### src/rtl/serial_com_pkg.sv
// serial_com_pkg: frame constants and FSM state type shared by the serial transmitter and receiver
package serial_com_pkg;
  localparam int FRAME_BITS = 7;
  localparam int ADDR_W = 2;
  localparam int DATA_W = 4;
  localparam int NUM_PORTS = 4;
  typedef enum logic [2:0] {IDLE, START, ADDR, DATA, GAP} state_t;
  function automatic logic [ADDR_W-1:0] onehot_idx(input logic [NUM_PORTS-1:0] oh);
    onehot_idx = '0;
    for (int i = 0; i < NUM_PORTS; i++) if (oh[i]) onehot_idx = ADDR_W'(i);
  endfunction
endpackage

### src/rtl/serial_frame_tx_if.sv
// serial_frame_tx_if: per-port request/data bus plus serial line status of serial_frame_tx
interface serial_frame_tx_if;
  import serial_com_pkg::*;
  logic [NUM_PORTS-1:0] req;
  logic [NUM_PORTS*DATA_W-1:0] data;
  logic [NUM_PORTS-1:0] ack;
  logic serial_out;
  logic busy;
  logic [ADDR_W-1:0] grant;
  modport master(output req, data, input ack, serial_out, busy, grant);
  modport slave(input req, data, output ack, serial_out, busy, grant);
endinterface

### src/rtl/rr_arbiter.sv
// rr_arbiter: round-robin arbiter starting after ptr; fixed priority (port 0 highest) with SERIAL_TX_FIXED_PRIO_EN
module rr_arbiter
  import serial_com_pkg::*;
(
  input  logic [NUM_PORTS-1:0] req,
  input  logic [ADDR_W-1:0] ptr,
  output logic [NUM_PORTS-1:0] gnt
);
`ifdef SERIAL_TX_FIXED_PRIO_EN
  logic unused_ptr;
  assign unused_ptr = ^ptr;
  always_comb begin
    gnt = '0;
    for (int i = NUM_PORTS-1; i >= 0; i--) if (req[i]) gnt = NUM_PORTS'(1) << i;
  end
`else
  logic [ADDR_W-1:0] k;
  // Scan from farthest to nearest so the port right after ptr wins last
  always_comb begin
    gnt = '0;
    k = '0;
    for (int i = NUM_PORTS; i >= 1; i--) begin
      k = ptr + ADDR_W'(i);
      if (req[k]) gnt = NUM_PORTS'(1) << k;
    end
  end
`endif
endmodule

### src/rtl/serial_frame_tx.sv
// serial_frame_tx: 4-port arbitrated serial transmitter; frame = start 0, 2 addr bits, 4 data bits, GAP_BITS idle.
// Define SERIAL_TX_FIXED_PRIO_EN for fixed-priority arbitration instead of round-robin.
module serial_frame_tx
  import serial_com_pkg::*;
#(
  parameter int GAP_BITS = 1
)
(
  input logic clk,
  input logic rst,
  serial_frame_tx_if.slave bus
);
  state_t state, state_n;
  logic [2:0] cnt;
  logic [ADDR_W-1:0] grant, ptr, win;
  logic [DATA_W-1:0] word;
  logic [NUM_PORTS-1:0] gnt;
  logic take;
  rr_arbiter u_arb (.req(bus.req), .ptr(ptr), .gnt(gnt));
  assign win = onehot_idx(gnt);
  assign take = state == IDLE && |bus.req;
  always_comb begin
    state_n = state;
    case (state)
      IDLE:    state_n = take ? START : IDLE;
      START:   state_n = ADDR;
      ADDR:    state_n = cnt == 3'(ADDR_W-1) ? DATA : ADDR;
      DATA:    state_n = cnt == 3'(DATA_W-1) ? GAP : DATA;
      GAP:     state_n = cnt == 3'(GAP_BITS-1) ? IDLE : GAP;
      default: state_n = IDLE;
    endcase
  end
  always_ff @(posedge clk) begin
    if (!rst) begin
      state <= IDLE;
      cnt <= '0;
      grant <= '0;
      word <= '0;
    end else begin
      state <= state_n;
      cnt <= (state_n != state || state == IDLE) ? '0 : cnt + 3'd1;
      if (take) begin
        grant <= win;
        word <= bus.data[win*DATA_W +: DATA_W];
      end
    end
  end
`ifdef SERIAL_TX_FIXED_PRIO_EN
  assign ptr = '1;
`else
  always_ff @(posedge clk) ptr <= !rst ? '1 : take ? win : ptr;
`endif
  assign bus.ack = state == START ? NUM_PORTS'(1) << grant : '0;
  assign bus.busy = state != IDLE;
  assign bus.grant = grant;
  assign bus.serial_out = state == START ? 1'b0 : state == ADDR ? grant[cnt[0]] : state == DATA ? word[cnt[1:0]] : 1'b1;
endmodule

### src/flat_wrapper.sv
// flat-port wrapper written by rule: the top's interface ports become plain ports
module serial_frame_tx_flat import serial_com_pkg::*;
#(
  parameter int GAP_BITS = 1
)
  (clk, rst, bus_req, bus_data, bus_ack, bus_serial_out, bus_busy, bus_grant);
  serial_frame_tx_if bus_i ();
  input logic clk;
  input logic rst;
  input wire logic [$bits(bus_i.req)-1:0] bus_req;
  input wire logic [$bits(bus_i.data)-1:0] bus_data;
  output wire logic [$bits(bus_i.ack)-1:0] bus_ack;
  output wire logic [$bits(bus_i.serial_out)-1:0] bus_serial_out;
  output wire logic [$bits(bus_i.busy)-1:0] bus_busy;
  output wire logic [$bits(bus_i.grant)-1:0] bus_grant;
  assign bus_i.req = bus_req;
  assign bus_i.data = bus_data;
  assign bus_ack = bus_i.ack;
  assign bus_serial_out = bus_i.serial_out;
  assign bus_busy = bus_i.busy;
  assign bus_grant = bus_i.grant;
  serial_frame_tx #(.GAP_BITS(GAP_BITS)) u_core (.clk(clk), .rst(rst), .bus(bus_i));
endmodule
### config.mk
export PLATFORM = sky130hd
export DESIGN_NAME = serial_frame_tx_flat
export DESIGN_NICKNAME = d
export VERILOG_FILES = /design/src/rtl/serial_com_pkg.sv /design/src/rtl/serial_frame_tx_if.sv /design/src/rtl/rr_arbiter.sv /design/src/rtl/serial_frame_tx.sv /design/src/flat_wrapper.sv
export SDC_FILE = /design/constraint.sdc
export NUM_CORES = 1
export LEC_CHECK = 0
export CORE_MARGIN = 1
export CORE_UTILIZATION = 48
export CTS_CLUSTER_DIAMETER = 80
export DETAILED_ROUTE_END_ITERATION = 7
export GPL_TIMING_DRIVEN = 0
export PLACE_DENSITY = 0.88
export SYNTH_ARGS = -nofsm -noshare
export SYNTH_HDL_FRONTEND = slang
export SYNTH_SLANG_ARGS = --single-unit
### constraint.sdc
create_clock -name clk -period 3.4 [get_ports clk]
set_clock_uncertainty 0.05 [all_clocks]
set_input_delay 0.34 -clock clk [delete_from_list [all_inputs] [get_ports clk]]
set_output_delay 0.34 -clock clk [all_outputs]
set_load 0.02 [all_outputs]
# Word level (Yosys, flattened, before mapping)
# Cells that the tools add are included.
# word_totals
register_bits	14
latchBits	0
ram_bits	0
mem_bits_ro	0
wordCells	64
n_memories	0
# op_classes
n_addsub	4
n_mul	0
n_div	0
order_cmp	6
n_eq_ne	7
shift	6
mux	28
bitwise_logic	1
n_reduce_logical	7
# ops
cell	n
4-bit two-way mux	5
1-bit by 2-bit << shifter with 4-bit output (first input constant)	5
16-bit by 5-bit indexed part select with 4-bit output	1
2-bit by 3-bit < comparator with 1-bit output (second input constant)	5
3-bit case mux with 5 select lines	1
1-bit two-way mux	13
1-bit binary-select mux with 2-bit select	5
3-bit by 2-bit == test with 1-bit output (second input constant)	3
3-bit by 1-bit == test with 1-bit output (second input constant)	2
3-bit logical NOT	2
3-bit two-way mux	2
2-bit adder (second input constant)	2
2-bit two-way mux	2
4-bit OR reduction	1
3-bit by 1-bit adder with 3-bit output (second input constant)	1
3-bit == test (second input constant)	1
3-bit inequality test	1
3-bit nonzero test	1
2-bit by 1-bit adder with 2-bit output (second input constant)	1
1-bit by 2-bit < comparator with 1-bit output (second input constant)	1
2-bit OR reduction	1
1-bit logical AND	1
1-bit logical OR	1
1-bit NOT	1

# Longest topological paths before layout
# depth
ltp_word	10
depth_mapped	9
depth_no_buf	8

# Hierarchy
# From an unflattened synthesis, not the netlist that was laid out.
# hier_totals
hier_cells	145
area_unflattened_um2	1270.0
# by_module_without_submodules
module	n_inst	cells_per_inst	area_each_um2	seq_area_each_um2
serial_frame_tx	1	100	888.4	280.3
rr_arbiter	1	45	381.6	0.0

# Worst setup path after synthesis
# No wires, ideal clock.
# synth_path
kind	reg2reg
from	reg u_core.ptr[0]
to	reg u_core.word[1]
setup_ns	0.127
t_arrival_ns	2.320
slack_ns	0.903
path_stages_with_launch	10
synth_period_minus_slack_ns	2.497
cell_sequence	dfxtp_1 buf_6 inv_1 ha_1 mux4_2 a211o_1 o221a_2 and3_1 a221oi_2 a31oi_1
# synth_between
elab_chain_cells	10
# synth_lines
element	line_no	rtl
start: declaration	serial_frame_tx.sv:15	logic [ADDR_W-1:0] grant, ptr, win;
start signal: assignment	serial_frame_tx.sv:51	always_ff @(posedge clk) ptr <= !rst ? '1 : take ? win : ptr;
2-bit adder / 1-bit binary-select mux with 2-bit select (equally long branches)	rr_arbiter.sv:23, rr_arbiter.sv:24	
1-bit binary-select mux with 2-bit select / 1-bit two-way mux (equally long branches)	rr_arbiter.sv:24	if (req[k]) gnt = NUM_PORTS'(1) << k;
1-bit two-way mux (implied by the code) / 4-bit two-way mux (equally long branches)	rr_arbiter.sv:24	
4-bit two-way mux (2 in series)	rr_arbiter.sv:24	
4-bit two-way mux *	rr_arbiter.sv:24	
1-bit two-way mux	serial_com_pkg.sv:10	for (int i = 0; i < NUM_PORTS; i++) if (oh[i]) onehot_idx = ADDR_W'(i);
2-bit two-way mux	serial_com_pkg.sv:10	
2-bit two-way mux *	serial_com_pkg.sv:10	
16-bit by 5-bit indexed part select with 4-bit output *	serial_frame_tx.sv:44	word <= bus.data[win*DATA_W +: DATA_W];
end signal: assignment	serial_frame_tx.sv:44	
end: declaration	serial_frame_tx.sv:16	logic [DATA_W-1:0] word;
# Every way passes the cells marked *; elsewhere a longest branch is shown, timed or not. The select of a mux whose other input is x is not followed.
# A chain may end at the register's enable or synchronous reset.

# Worst setup path in the final report
# layout_path
from	reg u_core.ptr[1]
to	reg u_core.word[1]
# The elaborated chain is that of the path after synthesis.

==> metrics.txt <==
status=completed; Fin. Hold Viols=0; Util after Layout=67.4%; drt pass-1 iters=4; Final Max Tran Viols=0; Sw Pwr=0.509 mW; Post-DRT Antenna Nets=0; cts bufs inserted=3; Final period util=81.7%; total grt overflow=0; WP data required=3.52 ns; startpoint types=flop; Netlist Area Pre-Place=1130 um2; peak supply drop=0.586 mV; number of global-route vias before repair=1086; clk root buf=clkbuf_4; largest net degree at the start of global routing=11; CTS tree=done; Comb pwr share=65.7%; syn_area_per_cell=8.90 um2; critical path's top delay family=compound AO/OA/AOI/OAI gates; Worst Hold Class=flop to flop; max_slew headroom=72.8%; DP Worst Slack=0.626 ns; power density over cell area=747 nW/um2; Die Ht=50.5 um; RSZ-0062 raised after global routing=false; portion of total power attributed to the clock network=11.2%; Remaining DRCs=0; placed cell area=1460 um2; Gate Count Post-Synth=127; Pint=0.605 mW; htree depth=1; CP Buf/Inv Count=1; min cycle time layout=2.78 ns; Setup TNS Final=0 ns; Hold Crit Start=u_core.cnt[0]$_SDFF_PP0_; final setup vio count=0; nets=194; Die X=50.5 um; post-route design area=1490 um2; critical path startpoint=u_core.ptr[1]$_SDFFE_PN1P_; initial antenna violation count=0; DRT Wirelength=2790 um; CP Class=flop to flop; Achievable Freq=360 MHz; row cnt=17; Post-CTS Resized=0; FF+latch count, synth=14; Worst Tran Pin Value=0.407 ns; Layout area overhead=32.0%; post-CTS setup buffer count=0; yosys warns=0; Sw Ratio=45.7%; Starting Density=51.1%; vias per inst=5.98; Antenna diodes=0; die footprint=2550 um2; CTS Buffer Depth=2; crit-path cells=inv_1 > ha_1 > mux4_2 > a211o_1 > o221a_2 > and3_1 > a221oi_2 > a31oi_1; final worst slack=0.622 ns; Reg clk slew, reported paths=0.09 ns; unique cell type count in the Yosys netlist=37; Seq/Total Area, Yosys=24.8%; wire per inst=14.8 um; Slowest-stage cell, CP=dfxtp_1; Port Buffers=29; layout cells sized above 1=11.9%; Sink Count=14; Max Cap Viol=0; Clk Latency, worst-skew pair=0.29 ns; Syn Nets=160; core box area=2210 um2; register share of total power=23.1%; CP arrival=2.90 ns; routability congestion estimate=0.922; DR vias=1124; Hold Buf Count CTS=0; RR Startpoint=u_core.ptr[1]$_SDFFE_PN1P_; CP Max Fanout=8; max incr delay on CP=0.49 ns; first-pass GRT wire length=4670 um; leakage power=0.606 nW; I/O pin count=30; DP Wirelength=2140 um; All-Layer GR Usage=23.8%; initial drt markers=28; Crit. End Element=flop
## final timing paths
path | end | slack, ns | cells after the start
min | u_core.cnt[0]$_SDFF_PP0_ | 0.48 | 1
max | u_core.word[1]$_SDFFE_PN0P_ | 0.62 | 8
min reg2reg | u_core.cnt[0]$_SDFF_PP0_ | 0.48 | 1
max reg2reg | u_core.word[1]$_SDFFE_PN0P_ | 0.62 | 8
## per-layer routing
| layer | vias up | track usage (%) | wire length [um] |
|---|---|---|---|
| met1 | 534 | 27.1 | 1220 |
| met4 | 0 | 6.02 | 33 |
| met3 | 4 | 2.73 | 111 |
| met2 | 40 | 46.2 | 1420 |
| li1 | 546 | - | - |
| met5 | - | 0 | 0 |
## synthesized netlist by cell type (all sizes together)
cell	count	area (um2)
a2111o	1	11.3
mux4	5	113
nor3b	3	22.5
a21boi	1	7.51
or2	1	6.26
a21oi	3	15.0
or3	1	6.26
nand4	5	31.3
nand2b	2	12.5
nand3b	1	7.51
a31oi	4	25.0
a211o	2	17.5
inv	8	30.0
mux2i	1	10.0
o221a	1	11.3
o221ai	2	23.8
a21o	1	7.51
o21ai	6	30.0
and3b	2	17.5
nor2	13	48.8
and3	7	48.8
nor2b	3	18.8
a211oi	1	7.51
or2b	1	7.51
nand2	9	33.8
clkbuf	2	7.51
a221oi	4	60.1
buf	2	18.8
nor3	2	10.0
a22oi	1	7.51
dfxtp	14	280
ha	11	138
nand3	5	25.0
nor4	2	12.5
## flip-flops by register name, summed over array words and instances, names as in the netlist
register          cells
u_core.cnt            3
u_core.state          3
u_core.bus.grant      2
u_core.ptr            2
u_core.word           4
## final cells by class
cell class | count | area [um2]
buffer | 4 | 26.3
clock buffer | 4 | 36.3
fill | 190 | 721
inverter | 8 | 30.0
multi-input combinational | 101 | 793
sequential | 14 | 280
tap | 28 | 35.0
timing repair buffer | 29 | 290
## placed cells by master (no fill, tap or decap), drive strengths merged, types with 2 or more instances in the layout
master | synthesis | routed
and3 | 7 | 7
o221ai | 2 | 2
a31oi | 4 | 4
buf | 2 | 2
nor3 | 2 | 2
clkbuf | 2 | 6
clkdlybuf4s50 | 0 | 29
nor2 | 13 | 13
nand2 | 9 | 9
mux4 | 5 | 5
o21ai | 6 | 6
nor4 | 2 | 2
a221oi | 4 | 4
and3b | 2 | 2
ha | 11 | 11
nor2b | 3 | 3
nand4 | 5 | 5
nand3 | 5 | 5
a21oi | 3 | 3
nand2b | 2 | 2
a211o | 2 | 2
nor3b | 3 | 3
dfxtp | 14 | 14
inv | 8 | 8
## power by group through the flow
stage	logic, mW	registers [mW]	clock network, mW
final	0.732	0.257	0.124
after floorplan	0.533	0.258	0
after global routing	0.806	0.263	0.130
after detailed placement	0.724	0.259	0
after CTS	0.729	0.256	0.124
after global placement	0.689	0.255	0
## cells by family after synthesis
family | count (synthesis) | synth area share [%]
buf+inv | 12 | 4.98
flops | 14 | 24.8
mux | 6 | 10.9
fa+ha+maj | 11 | 12.2
simple gates | 57 | 27.4
compound gates | 27 | 19.8
## per-stage QoR
stage / total power, mW / instances / hold WS, ns
after floorplan: 0.791 / 127 / 0.366
after global placement: 0.945 / 184 / 0.461
after detailed placement: 0.984 / 184 / 0.467
after CTS: 1.11 / 188 / 0.488
after global routing: 1.20 / 188 / 0.522
final: 1.11 / 188 / 0.482
Power figures use the tool's default switching activity.
